$ cat config.mk
export PLATFORM = sky130hd
export DESIGN_NAME = jtdd_adpcm_fetch
export DESIGN_NICKNAME = d
export VERILOG_FILES = /design/src/rtl/jtdd_adpcm_fetch_pkg.sv /design/src/rtl/jtdd_adpcm_fetch_ch.sv /design/src/rtl/jtdd_adpcm_fetch.sv
export SDC_FILE = /design/constraint.sdc
export NUM_CORES = 1
export LEC_CHECK = 0
export ABC_AREA = 1
export CAP_MARGIN = 5
export CORE_MARGIN = 2
export CORE_UTILIZATION = 35
export DETAILED_ROUTE_END_ITERATION = 6
export RECOVER_POWER = 50
export SYNTH_ARGS = -nofsm -noshare
export SYNTH_HDL_FRONTEND = slang
export SYNTH_SLANG_ARGS = --single-unit
$ cat constraint.sdc
create_clock -name clk -period 4.85 [get_ports clk]
set_input_delay 0.97 -clock clk [delete_from_list [all_inputs] [get_ports clk]]
set_output_delay 0.97 -clock clk [all_outputs]
set_load 0.005 [all_outputs]
$ cat src/rtl/jtdd_adpcm_fetch_pkg.sv
// Shared definitions for the Double Dragon ADPCM fetcher:
// register offsets, channel state encoding and page width.
package jtdd_adpcm_fetch_pkg;

  localparam int PAGE_W = 8;

  localparam logic [2:0] REG_PLAY0  = 3'd0;
  localparam logic [2:0] REG_PLAY1  = 3'd1;
  localparam logic [2:0] REG_STOP0  = 3'd2;
  localparam logic [2:0] REG_STOP1  = 3'd3;
  localparam logic [2:0] REG_END0   = 3'd4;
  localparam logic [2:0] REG_END1   = 3'd5;
  localparam logic [2:0] REG_START0 = 3'd6;
  localparam logic [2:0] REG_START1 = 3'd7;

  typedef enum logic [1:0] {
    ST_IDLE,
    ST_FETCH,
    ST_WAIT_HI,
    ST_WAIT_LO
  } ch_state_e;

endpackage

$ cat src/rtl/jtdd_adpcm_fetch_ch.sv
// One ADPCM channel: pointer, byte buffer and nibble sequencer.
// Ports: play/stop pulses, page regs, vclk strobe, ROM grant -> req/addr, nibble, idle.
module jtdd_adpcm_ch
  import jtdd_adpcm_fetch_pkg::*;
(
  input  logic              clk,
  input  logic              rst,
  input  logic              play_i,
  input  logic              stop_i,
  input  logic [PAGE_W-1:0] start_i,
  input  logic [PAGE_W-1:0] end_i,
  input  logic              vclk_cen_i,
  input  logic              ok_i,
  input  logic [7:0]        rom_data_i,
  output logic              req_o,
  output logic [15:0]       addr_o,
  output logic [3:0]        data_o,
  output logic              idle_o
);

  ch_state_e   state_q, state_d;
  logic [15:0] ptr_q, ptr_d;
  logic [7:0]  buf_q, buf_d;
  logic [3:0]  data_q, data_d;

  always_ff @(posedge clk or posedge rst) begin
    if (rst) begin
      state_q <= ST_IDLE;
      ptr_q   <= '0;
      buf_q   <= '0;
      data_q  <= '0;
    end else begin
      state_q <= state_d;
      ptr_q   <= ptr_d;
      buf_q   <= buf_d;
      data_q  <= data_d;
    end
  end

  always_comb begin
    state_d = state_q;
    ptr_d   = ptr_q;
    buf_d   = buf_q;
    data_d  = data_q;
    if (stop_i) begin
      state_d = ST_IDLE;
    end else if (play_i) begin
      ptr_d   = {start_i, 8'h00};
      state_d = ST_FETCH;
    end else begin
      unique case (state_q)
        ST_FETCH: begin
          // underrun: strobe consumed, silence emitted
          if (vclk_cen_i) data_d = 4'h0;
          if (ok_i) begin
            buf_d   = rom_data_i;
            state_d = ST_WAIT_HI;
          end
        end
        ST_WAIT_HI: begin
          if (vclk_cen_i) begin
            data_d  = buf_q[7:4];
            state_d = ST_WAIT_LO;
          end
        end
        ST_WAIT_LO: begin
          if (vclk_cen_i) begin
            data_d = buf_q[3:0];
            if (ptr_q == {end_i, 8'hFF}) begin
              state_d = ST_IDLE;
            end else begin
              ptr_d   = ptr_q + 16'd1;
              state_d = ST_FETCH;
            end
          end
        end
        default: ;
      endcase
    end
  end

  assign req_o  = (state_q == ST_FETCH);
  assign addr_o = ptr_q;
  assign data_o = data_q;
  assign idle_o = (state_q == ST_IDLE);

endmodule

$ cat src/rtl/jtdd_adpcm_fetch.sv
// ADPCM fetcher top: CPU register decode, two channels, ROM arbiter.
// Ports: CPU write bus, vclk strobe, one ROM slot, per-channel nibble/reset, busy.
module jtdd_adpcm_fetch
  import jtdd_adpcm_fetch_pkg::*;
#(
  parameter int AW = 17
) (
  input  logic          clk,
  input  logic          rst,
  input  logic          cpu_cen,
  input  logic          adpcm_cs,
  input  logic          cpu_wrn,
  input  logic [2:0]    cpu_AB,
  input  logic [7:0]    cpu_dout,
  input  logic          vclk_cen,
  output logic [AW-1:0] rom_addr,
  output logic          rom_cs,
  input  logic [7:0]    rom_data,
  input  logic          rom_ok,
  output logic [3:0]    snd0_data,
  output logic [3:0]    snd1_data,
  output logic          snd0_rst,
  output logic          snd1_rst,
  output logic [1:0]    busy
);

  logic              wr;
  logic [1:0]        play, stop, cmd;
  logic [1:0]        req, req_m, idle, ok;
  logic [PAGE_W-1:0] start0_q, start1_q;
  logic [PAGE_W-1:0] end0_q, end1_q;
  logic [15:0]       ch_addr0, ch_addr1;
  logic              cs_q, cs_d;
  logic              gnt_q, gnt_d;
  logic              last_q, last_d;
  logic [AW-1:0]     addr_q, addr_d;

  assign wr      = cpu_cen & adpcm_cs & ~cpu_wrn;
  assign play[0] = wr && (cpu_AB == REG_PLAY0);
  assign play[1] = wr && (cpu_AB == REG_PLAY1);
  assign stop[0] = wr && (cpu_AB == REG_STOP0);
  assign stop[1] = wr && (cpu_AB == REG_STOP1);
  assign cmd     = play | stop;

  always_ff @(posedge clk or posedge rst) begin
    if (rst) begin
      start0_q <= '0;
      start1_q <= '0;
      end0_q   <= '0;
      end1_q   <= '0;
    end else if (wr) begin
      case (cpu_AB)
        REG_START0: start0_q <= cpu_dout;
        REG_START1: start1_q <= cpu_dout;
        REG_END0:   end0_q   <= cpu_dout;
        REG_END1:   end1_q   <= cpu_dout;
        default: ;
      endcase
    end
  end

  jtdd_adpcm_ch u_ch0 (
    .clk        (clk),
    .rst        (rst),
    .play_i     (play[0]),
    .stop_i     (stop[0]),
    .start_i    (start0_q),
    .end_i      (end0_q),
    .vclk_cen_i (vclk_cen),
    .ok_i       (ok[0]),
    .rom_data_i (rom_data),
    .req_o      (req[0]),
    .addr_o     (ch_addr0),
    .data_o     (snd0_data),
    .idle_o     (idle[0])
  );

  jtdd_adpcm_ch u_ch1 (
    .clk        (clk),
    .rst        (rst),
    .play_i     (play[1]),
    .stop_i     (stop[1]),
    .start_i    (start1_q),
    .end_i      (end1_q),
    .vclk_cen_i (vclk_cen),
    .ok_i       (ok[1]),
    .rom_data_i (rom_data),
    .req_o      (req[1]),
    .addr_o     (ch_addr1),
    .data_o     (snd1_data),
    .idle_o     (idle[1])
  );

  assign ok[0] = rom_ok & cs_q & ~gnt_q;
  assign ok[1] = rom_ok & cs_q & gnt_q;

  // a channel taking a command this cycle has a stale request
  assign req_m = req & ~cmd;

  always_ff @(posedge clk or posedge rst) begin
    if (rst) begin
      cs_q   <= 1'b0;
      gnt_q  <= 1'b0;
      last_q <= 1'b1;
      addr_q <= '0;
    end else begin
      cs_q   <= cs_d;
      gnt_q  <= gnt_d;
      last_q <= last_d;
      addr_q <= addr_d;
    end
  end

  always_comb begin
    cs_d   = cs_q;
    gnt_d  = gnt_q;
    last_d = last_q;
    addr_d = addr_q;
    if (cs_q) begin
      if (cmd[gnt_q]) begin
        cs_d = 1'b0;
      end else if (rom_ok) begin
        cs_d   = 1'b0;
        last_d = gnt_q;
      end
    end else if (|req_m) begin
      cs_d = 1'b1;
      if (req_m == 2'b11) gnt_d = ~last_q;
      else                gnt_d = req_m[1];
      addr_d = AW'({gnt_d, gnt_d ? ch_addr1 : ch_addr0});
    end
  end

  assign rom_cs   = cs_q;
  assign rom_addr = addr_q;
  assign snd0_rst = idle[0];
  assign snd1_rst = idle[1];
  assign busy     = ~idle;

endmodule

==> results.txt <==
From synthesis to final layout, the design area changed by 16.2%. Entering global routing, the biggest net connects 54 pins. The remaining antenna violation count is 0. The gate family responsible for the most delay along the worst path is buffers and inverters. The longest individual stage delay on the worst path is 1.36 ns. The number of iterations in the first detailed-routing pass is 5.

The HPWL after detailed placement is 11,100 um. The total of buffers placed on input and output ports came out at 55. VDD sags by at most 0.000218 V.

The total global-route track usage came out at 17.6%. The number of enable-type register cells in the synthesized netlist came out at 0. The portion of the post-synthesis area used by sequential elements is 46.3%. In the synthesized netlist, the number of instances is 787. The highest attainable clock frequency came out at 287 MHz. Summing every instance area after synthesis gives 6010 um^2. The depth of the CTS H-tree came out at 3. The number of gates given a new drive strength after cts came out at 0.

The number of sinks driven by the clock tree is 111. The part of the power in combinational logic is 36.3%. The via count of the first global-routing pass is 4,861. The worst slew margin relative to its limit came out at -62.1%. The height of the chip is 135 um. The first-pass GRT wire length came out at 25,200 um.

The clock latency on the worst-skew pair came out at 0.37 ns. The count of distinct cell types in the synthesized netlist came out at 41. The register bit total from synthesis came out at 111. Using the TritonRoute via totals, the vias-per-cell ratio works out to 4.88. The root cell of the clock tree is clkbuf_16. The clock network fraction of design power is 21.3%. The number of buffers inserted for hold repair after clock tree synthesis came out at 0. The primary flip-flop cell chosen by synthesis mapping is dfrtp_1. The kind of path behind the tightest hold check is reg2reg.

The number of I/O pins came out at 56. The first routing iteration left 390 violations. In this run the mean area of a mapped cell was 7.63 um^2. After layout, the worst path uses 71.8% of the clock period. The final number of setup-violating endpoints came out at 0. The sum of overflow across all layers after global routing is 0. The leakage power is 3.42 nW. The number of antenna repair diodes came out at 0. Of all flip-flops after synthesis, the portion carrying an async set or reset was 100%.

The internal cell power came out at 2.22 mW. The number of nets in the finished design is 856. The final reports fail on max-capacitance violations, max-slew violations.

The transition time of the tightest slew-check pin is 2.42 ns. The number of warnings issued by yosys came out at 0. The number of maximum-capacitance constraint violations came out at 1. The sum of internal, switching and leakage power is 3.68 mW. The required time reported for the critical path endpoint came out at 5.17 ns. The average wire length per cell after detail routing came out at 14.4 um.

The total number of vias is 5,143. Walking the worst path, the cells encountered are dlygate4sd3_1 > clkinvlp_2 > clkbuf_1. The standard-cell row count is 47. Counting the buffers created by CTS gives 9. The flow ran to the end, but the final reports show violations. The maximum clock skew at final layout is 0.00917 ns. Together, buffers and inverters on the worst path number 3.

The maximum root-to-sink buffer count is 2. Of the total power, the share spent switching nets is 39.7%. The final hold violation count came out at 0. The final weighted congestion of routability-driven global placement came out at 0.829. The effective utilization at floorplan came out at 36.0%. The setup total negative slack came out at 0 ns. For the finished layout, the period the worst path requires is 3.48 ns.

TritonCTS built the clock tree. Measured along the x axis, the die boundary spans 135 um. Post-CTS timing repair inserted 0 buffers for setup. The synthesized net count came out at 815.

The worst-path maximum fanout is 53. The total wire length after detailed routing is 15,100 um. The power dissipated by switching net loads is 1.46 mW.

The slowest stage of the critical path belongs to the cell clkinvlp_2. Setup repair after global routing left no endpoint under its margin. The type of the worst setup path is in2async.

The number of max-slew violations in the final report came out at 54. The share of power burned in registers is 42.3%. In the routed design, unresolved DRC markers number 0. The initial antenna violation count came out at 0.

The worst setup path is captured at an asynchronous set/reset pin. The area of the core is 16,700 um^2. The worst path arrival time is 3.81 ns. The clock-pin slew reported for the worst setup and hold paths after clock tree synthesis is 0.07 ns.

The share of final-layout standard cells stronger than drive strength 1 is 8.52%. The die covers 18,200 um^2. STA classifies the critical path startpoint as an input pin. Power spread over the standard cell area amounts to 527 nW/um^2.
## worst min-delay path: stages, from the launching register on
cell and delay (ns):
dfrtp_1 0.34, nand2_1 0.05, nand2_1 0.05
## synth_stat cells, drive strengths merged, types with 2 or more instances
cell | instances | share of area (%)
clkbuf | 8 | 0.52
ha | 2 | 0.42
nand4 | 11 | 1.2
nand3 | 77 | 6.7
mux2 | 4 | 0.75
dfrtp | 110 | 46
xnor2 | 9 | 1.3
nor3 | 9 | 1.3
nor2 | 50 | 3.7
a41oi | 4 | 0.58
buf | 20 | 2.4
a31oi | 5 | 0.52
xor2 | 8 | 1.2
nand2 | 294 | 19
or2 | 3 | 0.31
a21oi | 7 | 0.90
inv | 79 | 5.0
o21a | 2 | 0.25
o21ai | 82 | 7.1
## placed cells by master (no fill, tap or decap), types with 10 or more instances in the layout
cell	instances
clkdlybuf4s50_1	42
dlygate4sd3_1	13
nand3_1	74
nand4_1	10
nand2_1	280
o21ai_0	58
nor2_1	44
inv_1	68
dfrtp_1	110
o21ai_1	20
## cells by family after synthesis
logic type      after synthesis  synth area share [%]
simple gates                445                  32.8
flops                       111                  46.3
buf+inv                     108                  8.00
compound gates              100                  9.33
xor+xnor                     17                  2.48
mux                           4                 0.750
fa+ha+maj                     2                 0.416
## power groups by stage
stage	combinational (mW)	sequential, mW	clock [mW]
5_1_grt	1.52	1.60	0.843
3_3_place_gp	1.34	1.57	0
3_5_place_dp	1.36	1.57	0
4_1_cts	1.36	1.56	0.809
6_report	1.34	1.56	0.785
2_1_floorplan	0.998	1.45	0
## per-layer routing
layer | vias up | track usage [%] | routed length, um | share of wire (%)
li1 | 2595 | - | - | -
met1 | 2391 | 24.6 | 7340 | 49
met2 | 134 | 27.2 | 6780 | 45
met3 | 23 | 3.57 | 671 | 4.4
met4 | 0 | 6.25 | 335 | 2.2
met5 | - | 0 | 0 | 0
## layout make-up
cell class	count	area, um^2
clock buffer	9	225
tap	220	275
inverter	80	305
fill	1731	9720
clock inverter	7	85.1
sequential	111	2780
multi-input combinational	568	2750
timing repair buffer	58	566
## state kept, by name, summed over array words and instances (netlist names), 2 cells and up
register       flops
u_ch1.addr_o      16
u_ch0.data_o       4
u_ch0.state_q      2
end0_q             8
start1_q           8
u_ch1.buf_q        8
start0_q           8
end1_q             8
rom_addr          16
u_ch1.state_q      2
u_ch0.addr_o      16
u_ch0.buf_q        8
u_ch1.data_o       4
## metrics by stage
stage | std cells | instance area [um^2] | utilization (%) | setup WS [ns] | hold WS (ns)
finish | 1053 | 6980 | 41.8 | 1.37 | 0.477
floorplan | 787 | 6010 | - | 0.951 | 0.446
detailed placement | 1037 | 6680 | 40.0 | 1.58 | 0.469
global route | 1053 | 6980 | 41.8 | 0.917 | 0.499
global placement | 1037 | 6680 | 40.0 | 1.58 | 0.466
CTS | 1053 | 6990 | 41.9 | 1.95 | 0.489
## worst paths after layout
path	from	endpoint	slack [ns]	cells after the start
setup reg to reg	u_ch0.addr_o[0]	u_ch0.addr_o[2]	2.85	10
hold / removal	rom_addr[15]	rom_addr[15]	0.48	2
setup / recovery	rst	rom_addr[14]	1.37	3
hold reg to reg	rom_addr[15]	rom_addr[15]	0.48	2
max in group clk	cpu_cen	u_ch0.addr_o[12]	1.95	9
min in group asynchronous	rst	end1_q[2]	1.71	2
Note: power is estimated with default switching activity, not from simulation.
